$ cat config.mk
export PLATFORM = sky130hd
export DESIGN_NAME = uart_stream_tx
export DESIGN_NICKNAME = d
export VERILOG_FILES = /design/src/rtl/uart_stream_tx.sv
export SDC_FILE = /design/constraint.sdc
export NUM_CORES = 2
export LEC_CHECK = 0
export BUFFER_PORTS_ARGS = -buffer_cell sky130_fd_sc_hd__buf_4
export CORE_MARGIN = 2
export CORE_UTILIZATION = 38
export CTS_CLUSTER_DIAMETER = 40
export CTS_CLUSTER_SIZE = 25
export DETAILED_ROUTE_END_ITERATION = 16
export GPL_TIMING_DRIVEN = 0
export PLACE_DENSITY_LB_ADDON = 0.1
export RECOVER_POWER = 50
export SYNTH_ARGS = -nofsm -noshare
export SYNTH_HDL_FRONTEND = slang
export SYNTH_SLANG_ARGS = --single-unit
$ cat constraint.sdc
create_clock -name clk -period 4.6 [get_ports clk]
set_clock_uncertainty 0.1 [all_clocks]
set_input_delay 0.69 -clock clk [delete_from_list [all_inputs] [get_ports clk]]
set_output_delay 0.69 -clock clk [all_outputs]
set_load 0.02 [all_outputs]
$ cat src/rtl/uart_stream_tx.sv
// uart_stream_tx: byte FIFO feeding a UART 8N1 transmitter, paced by host cts_n.
// The bit timing is the same as rxuart when both use the same CLOCK_DIVIDE.
//
// state   | meaning
// --------+-------------------------------------------------------------
// S_IDLE  | line high; start a frame when FIFO has data and cts is clear
// S_START | start bit (tx=0) for BIT_CLKS cycles
// S_DATA  | 8 data bits, LSB first, BIT_CLKS cycles each
// S_STOP  | stop bit (tx=1) for BIT_CLKS cycles, then back to S_IDLE
module uart_stream_tx #(
    parameter int CLOCK_DIVIDE = 13,
    parameter int FIFO_SIZE    = 256,
    parameter int FILL_BITS    = $clog2(FIFO_SIZE) + 1
) (
    input  logic                 clk,
    input  logic                 reset_n,
    input  logic                 wr_en,
    input  logic [7:0]           wr_data,
    input  logic                 cts_n,
    input  logic                 ovf_clr,
    output logic                 tx,
    output logic                 busy,
    output logic                 fifo_empty,
    output logic                 fifo_full,
    output logic [FILL_BITS-1:0] fill,
    output logic                 overflow
);

    localparam int BIT_CLKS = 4 * CLOCK_DIVIDE;
    localparam int PTR_W    = $clog2(FIFO_SIZE);
    localparam int BAUD_W   = $clog2(BIT_CLKS);

    localparam logic [1:0] S_IDLE  = 2'd0;
    localparam logic [1:0] S_START = 2'd1;
    localparam logic [1:0] S_DATA  = 2'd2;
    localparam logic [1:0] S_STOP  = 2'd3;

    logic [7:0]        mem [FIFO_SIZE];
    logic [PTR_W-1:0]  wr_ptr;
    logic [PTR_W-1:0]  rd_ptr;
    logic [1:0]        state;
    logic [BAUD_W-1:0] baud_cnt;
    logic [2:0]        bit_cnt;
    logic [7:0]        sh;
    logic              cts_sync1;
    logic              cts_sync2;
    logic              cts_ok;
    logic              push;
    logic              pop;

    // FIFO status and the push/pop qualifiers; full is judged before any same-cycle pop
    always_comb begin
        fifo_empty = (fill == '0);
        fifo_full  = (fill == FILL_BITS'(FIFO_SIZE));
        cts_ok     = !cts_sync2;
        push       = wr_en && !fifo_full;
        pop        = (state == S_IDLE) && !fifo_empty && cts_ok;
        busy       = (state != S_IDLE);
    end

    // Two-flop synchroniser for the asynchronous host cts_n; resets to "not clear"
    always_ff @(posedge clk or negedge reset_n) begin
        if (!reset_n) begin
            cts_sync1 <= 1'b1;
            cts_sync2 <= 1'b1;
        end else begin
            cts_sync1 <= cts_n;
            cts_sync2 <= cts_sync1;
        end
    end

    // FIFO storage; contents need no reset since fill gates every read
    always_ff @(posedge clk) begin
        if (push) begin
            mem[wr_ptr] <= wr_data;
        end
    end

    // FIFO pointers and fill count; pointers wrap naturally at FIFO_SIZE
    always_ff @(posedge clk or negedge reset_n) begin
        if (!reset_n) begin
            wr_ptr <= '0;
            rd_ptr <= '0;
            fill   <= '0;
        end else begin
            if (push) begin
                wr_ptr <= wr_ptr + PTR_W'(1);
            end
            if (pop) begin
                rd_ptr <= rd_ptr + PTR_W'(1);
            end
            case ({push, pop})
                2'b10:   fill <= fill + FILL_BITS'(1);
                2'b01:   fill <= fill - FILL_BITS'(1);
                default: fill <= fill;
            endcase
        end
    end

    // Sticky overflow: a dropped write wins over a same-cycle clear
    always_ff @(posedge clk or negedge reset_n) begin
        if (!reset_n) begin
            overflow <= 1'b0;
        end else if (wr_en && fifo_full) begin
            overflow <= 1'b1;
        end else if (ovf_clr) begin
            overflow <= 1'b0;
        end
    end

    // Frame sequencer; tx is registered so reset forces the line high without a clock
    always_ff @(posedge clk or negedge reset_n) begin
        if (!reset_n) begin
            state    <= S_IDLE;
            tx       <= 1'b1;
            baud_cnt <= '0;
            bit_cnt  <= '0;
            sh       <= '0;
        end else begin
            case (state)
                S_IDLE: begin
                    tx <= 1'b1;
                    if (pop) begin
                        sh       <= mem[rd_ptr];
                        tx       <= 1'b0;
                        baud_cnt <= BAUD_W'(BIT_CLKS - 1);
                        state    <= S_START;
                    end
                end
                S_START: begin
                    if (baud_cnt == '0) begin
                        tx       <= sh[0];
                        bit_cnt  <= '0;
                        baud_cnt <= BAUD_W'(BIT_CLKS - 1);
                        state    <= S_DATA;
                    end else begin
                        baud_cnt <= baud_cnt - BAUD_W'(1);
                    end
                end
                S_DATA: begin
                    if (baud_cnt == '0) begin
                        baud_cnt <= BAUD_W'(BIT_CLKS - 1);
                        if (bit_cnt == 3'd7) begin
                            tx    <= 1'b1;
                            state <= S_STOP;
                        end else begin
                            sh      <= {1'b0, sh[7:1]};
                            tx      <= sh[1];
                            bit_cnt <= bit_cnt + 3'd1;
                        end
                    end else begin
                        baud_cnt <= baud_cnt - BAUD_W'(1);
                    end
                end
                S_STOP: begin
                    if (baud_cnt == '0) begin
                        state <= S_IDLE;
                    end else begin
                        baud_cnt <= baud_cnt - BAUD_W'(1);
                    end
                end
                default: begin
                    state <= S_IDLE;
                    tx    <= 1'b1;
                end
            endcase
        end
    end

endmodule

* After elaboration in Yosys (flattened, before gate mapping) *
Memory sizes are Yosys's and may differ from the RTL's.
Index checks and enable logic that the tools add are counted.

cells by class
  add/sub/neg operators = 6
  eq/ne operators = 14
  mux-type cells = 28
  reductions and logical operators = 22

operators by type and width
  operator                                              count
  two-way mux 8 bit                                     3
  two-way mux 6 bit                                     3
  case mux 6 bit (3 select lines)                       1
  case mux 9 bit (2 select lines)                       1
  adder 8 x 1 -> 8 bit (second input constant)          2
  case mux 8 bit (2 select lines)                       1
  inequality test 2 bit (second input constant)         7
  two-way mux 2 bit                                     5
  nonzero test 2 bit                                    5
  adder 9 x 1 -> 9 bit (second input constant)          1
  equality test 9 bit (second input constant)           1
  zero test 9 bit                                       1
  two-way mux 3 bit                                     3
  subtractor 9 x 1 -> 9 bit (second input constant)     1
  two-way mux 1 bit                                     8
  case mux 2 bit (4 select lines)                       1
  AND reduction 4 bit                                   2
  equality test 2 bit (second input constant)           3
  zero test 6 bit                                       1
  case mux 3 bit (2 select lines)                       1
  subtractor 6 x 1 -> 6 bit (second input constant)     1
  AND reduction 5 bit                                   1
  equality test 2 x 1 -> 1 bit (second input constant)  2
  logical AND 1 bit                                     4
  9 further kinds                                       11

word-level totals
  register bits = 48
  bits in writable memories = 2,048
  bits of input ports = 13
  output and inout port bits = 14
  word-level logic and storage cells = 82
  memories = 1

memory list
  name  words  bits a word  read ports  clocked after memory_dff  wr ports  line  source
  mem   256    8            1           0                         1         38    logic [7:0] mem [FIFO_SIZE];

* Depth between registers and ports, before layout *
  depth in word-level cells = 6
  depth in mapped cells = 14
  depth with buffers taken out = 13

* Worst setup path after synthesis *
No wires, ideal clock.

  path type = register -> register
  from = register fill[0]
  to = register fill[8]
  setup time = 80 ps
  data arrival time = 3,468 ps
  required time = 4,420 ps
  path slack = 952 ps
  stages on the path, launching flop included = 13
  buffers on the path = 0
  clock period less this slack = 3,648 ps
  path through = dfrtp_1 > nor4_1 > and3b_1 > nor3_1 > ha_1 > ha_1 > a21o_1 > a21oi_1 > o21bai_1 > a2111o_1 > and3_1 > nor3_1 > xor2_1

on the way
  cells in the longest elaborated chain, start to end = 6
  elaborated cells on any way between the ends = 13
  those cells by class = add/sub (2); eq/ne (3); mux (1); reduce/logical (7)

ends and longest elaborated chain
  element                                                                line  source
  from (decl)                                                            25    output logic [FILL_BITS-1:0] fill,
  from (signal assigned)                                                 93    2'b10: fill <= fill + FILL_BITS'(1);
  from (signal assigned)                                                 94    2'b01: fill <= fill - FILL_BITS'(1);
  from (signal assigned)                                                 95    default: fill <= fill;
  zero test 9 bit *                                                      53    fifo_empty = (fill == '0);
  named net fifo_empty                                                   23    output logic fifo_empty,
  zero test 1 bit *                                                      57    pop = (state == S_IDLE) && !fifo_empty && cts_ok;
  logical AND 1 bit * (2 in a row)                                       57
  named net pop                                                          49    logic pop;
  equality test 2 x 1 -> 1 bit or equality test 2 bit (tied branches)    92    case ({push, pop})
  case mux 9 bit (2 select lines) or nonzero test 2 bit (tied branches)  -

The timed path passes the listed nets; every way through them passes the cells marked *.
A chain may end at the register's enable or synchronous reset.

* Worst setup path in the final report *
  from = register rd_ptr[3]
  to = register sh[1]

on the way
  cells in the longest elaborated chain, start to end = 3

ends and longest elaborated chain
  element                          line  source
  from (decl)                      40    logic [PTR_W-1:0] rd_ptr;
  from (signal assigned)           90    rd_ptr <= rd_ptr + PTR_W'(1);
  memory (256 x 8 bit)             -
  two-way mux 8 bit                123   if (pop) begin
  case mux 8 bit (2 select lines)  120   case (state)
  to (signal assigned)             124   sh <= mem[rd_ptr];
  to (signal assigned)             147   sh <= {1'b0, sh[7:1]};
  to (decl)                        44    logic [7:0] sh;

Every way passes these cells. The select of a mux whose other input is x is not followed.

==> flow_summary.toml <==
[yosys]
syn-mean-instance-area_um2 = 21.2
synth_edf_count = 2048
yosys.area.top_type = "edfxtp_1"
ys_seq_area_frac = 0.762
synth.distinct_cells = 74
synth_ff_type = "edfxtp_1"
postSynth.asyncResetShare = 0.0229
synth_nets = 3907
yosys_warnings = 0
synth_area_um2 = 82200
synth.area.top_cells = "edfxtp_1, mux4_2, mux2i_1"
ys_seq_elements = 2096
syn-instance-count = 3871
synth_top_area_frac = 0.748

[floorplanning]
ioPinCount = 27
start_util = 0.383
rows = 170
core_area_um2 = 215000
die_w_um = 469
die_area_um2 = 220000
die_h_um = 469

[sta]
fin_ws_ns = -0.194
final-setup-viol-count = 36
layout_min_cycle_time_ns = 4.79
hold_viol = 0
worst_slew_pin_slew_ns = 3.34
slew_headroom = -1.23
fin_crit_sh = 1.04
rsz0062_at_grt = "true"
slew_viol_final = 1666
hold_ws_ns = 0.255
max_freq_mhz = 209

[min_path]
min-delay-start = "cts_sync1"
min_path_type = "reg2reg"

[detailed_routing]
wire_per_inst_um = 41.6
dr.pass1.iters = 6
viasPerCell = 6.03
postRouteAntennaNets = 0
vias = 44500
drt-total-wl_mm = 306
drt_iter0_drc = 6182
drc = 0

[cells_and_area]
syn_to_final_growth_pct = 20.1
nets = 4304
drive_gt1_frac = 0.320

[worst_setup_path]
cp.arrival_ns = 5.48
r2r_start = "rd_ptr[3]"
slowest_delay_ns = 0.99
required_ns = 5.28
timing.critical_path.buf_inv = 3
cp_slowest_cell = "clkbuf_1"
crit_fanout = 10
crit_family = "buffers and inverters"
crit_start = "rd_ptr[3]"
startpoint_type = "flop"
crit_chain = "clkbuf_1 > clkbuf_1 > clkbuf_2 > mux4_2 > o21ai_0 > a22o_1 > a21oi_1"
crit_top_cell = "clkbuf_1"
end_kind = "flop"
critPathKind = "reg2reg"

[outcome]
violations = "capacitance limit, slew limit, setup timing"
status = "finished with violations"

[global_route]
grt_antenna_before_repair = 13
grt_pass1_vias = 43800
grt_max_degree = 147
grt_use_total = 0.276
overflow = 0
grt_pass1_wl_mm = 404

[pwr]
power_density_nw_per_um2 = 694
p_leak_nw = 31.6
ir_drop_mv = 0.472
p_total_mw = 68.6

[cts]
numClockSinks = 2096
cts_setup_buffers = 0
cts_buffers = 348
clkLatencyLatePin_ns = 0.94
cts.clk_slew.worst_paths_ns = 0.06
cts_buffer_depth = 4
cts_tree = "done"
cts.htree.levels = 5
cts_root_buffer = "clkbuf_16"

[run]
cap_viol_max_count = 15

[placed_design]
gp_congestion = 0.933
port_buffers = 26
dp_hpwl_mm = 194
cells by family (layout without fill, tap and decap cells):
family,Yosys count,count (layout),synth area share
flops,2096,2096,0.762
compound gates,294,294,0.0248
fa+ha+maj,23,23,0.00359
other cells,0,7,0
buf+inv,239,899,0.0186
mux,660,660,0.160
simple gates,535,535,0.0278
xor+xnor,24,24,0.00256
report_power, final:
group / leakage, nW / internal, mW / switching [mW]
combinational: 6.93 / 6.70 / 13.8
sequential: 19.0 / 21.4 / 0.231
clock: 5.68 / 16.9 / 9.57
layout by cell type (no fill, tap or decap), types with 53 or more instances in the layout:
| cell | count |
|---|---|
| a22oi_1 | 53 |
| buf_4 | 73 |
| clkbuf_1 | 81 |
| clkbuf_16 | 354 |
| edfxtp_1 | 2048 |
| mux2i_1 | 131 |
| mux4_2 | 506 |
| nand2_1 | 108 |
| nor2_1 | 164 |
| nor2_2 | 131 |
sequential cells by signal, indices dropped and copies added, names as in the netlist, 2 cells and up:
name      count
fill          9
sh            8
mem        2048
wr_ptr        8
baud_cnt      6
rd_ptr        8
state         2
bit_cnt       3
per-stage QoR:
step	utilization	cells	cell area, um2	setup TNS (ns)	worst slack [ns]
after floorplan	-	3871	82200	0	0.952
after global placement	0.400	6735	86000	-924.65	-1.60
after detailed placement	0.403	6754	86600	-185.99	-1.61
after CTS	0.460	7369	98800	-29.19	-0.289
after global routing	0.460	7371	98700	-20.22	-0.175
final	0.460	7376	98700	-0.694	-0.194
path summary, 6_finish.rpt:
check,to,slack [ns],cells past startpoint
worst max-delay path,sh[1],-0.19,7
worst max register to register,sh[1],-0.19,7
worst min register to register,cts_sync2,0.26,0
min in group asynchronous,baud_cnt[0],1.29,2
worst min-delay path,cts_sync2,0.26,0
max in group asynchronous,rd_ptr[1],1.05,2
synth_stat cells (32+ instances only):
cell type / n
edfxtp_1: 2048
mux4_2: 506
nor2_1: 301
mux2i_1: 133
nand2_1: 113
clkbuf_1: 80
a22oi_1: 54
buf_2: 53
a21oi_1: 50
dfrtp_1: 45
o21ai_0: 39
buf_6: 32
nand3_1: 32
per-layer routing:
metal	track usage	vias up	part of all wire
met3	0.0701	593	0.090
met5	0	-	0
met2	0.424	2407	0.46
li1	-	17100	-
met4	0.110	0	0.044
met1	0.377	24400	0.40
layout make-up:
| cell class | count | area (um2) |
|---|---|---|
| fill | 18100 | 116000 |
| sequential | 2096 | 62700 |
| multi-input combinational | 1536 | 18500 |
| clock buffer | 379 | 8960 |
| tap | 2838 | 3550 |
| clock inverter | 234 | 2790 |
| buffer | 217 | 1640 |
| timing repair buffer | 49 | 469 |
| inverter | 20 | 76.3 |
| antenna | 7 | 17.5 |
what timing repair did:
| item | in CTS | in global routing |
|---|---|---|
| cloned | 0 | 0 |
| setup endpoints to repair | 688 | 1035 |
| resized for setup | 129 | 104 |
| hold buffers | 4 | 0 |
| pin swaps | 2 | 0 |
| endpoints found under the hold margin | 47 | 0 |
No activity file was read; power rests on OpenSTA's default activity.
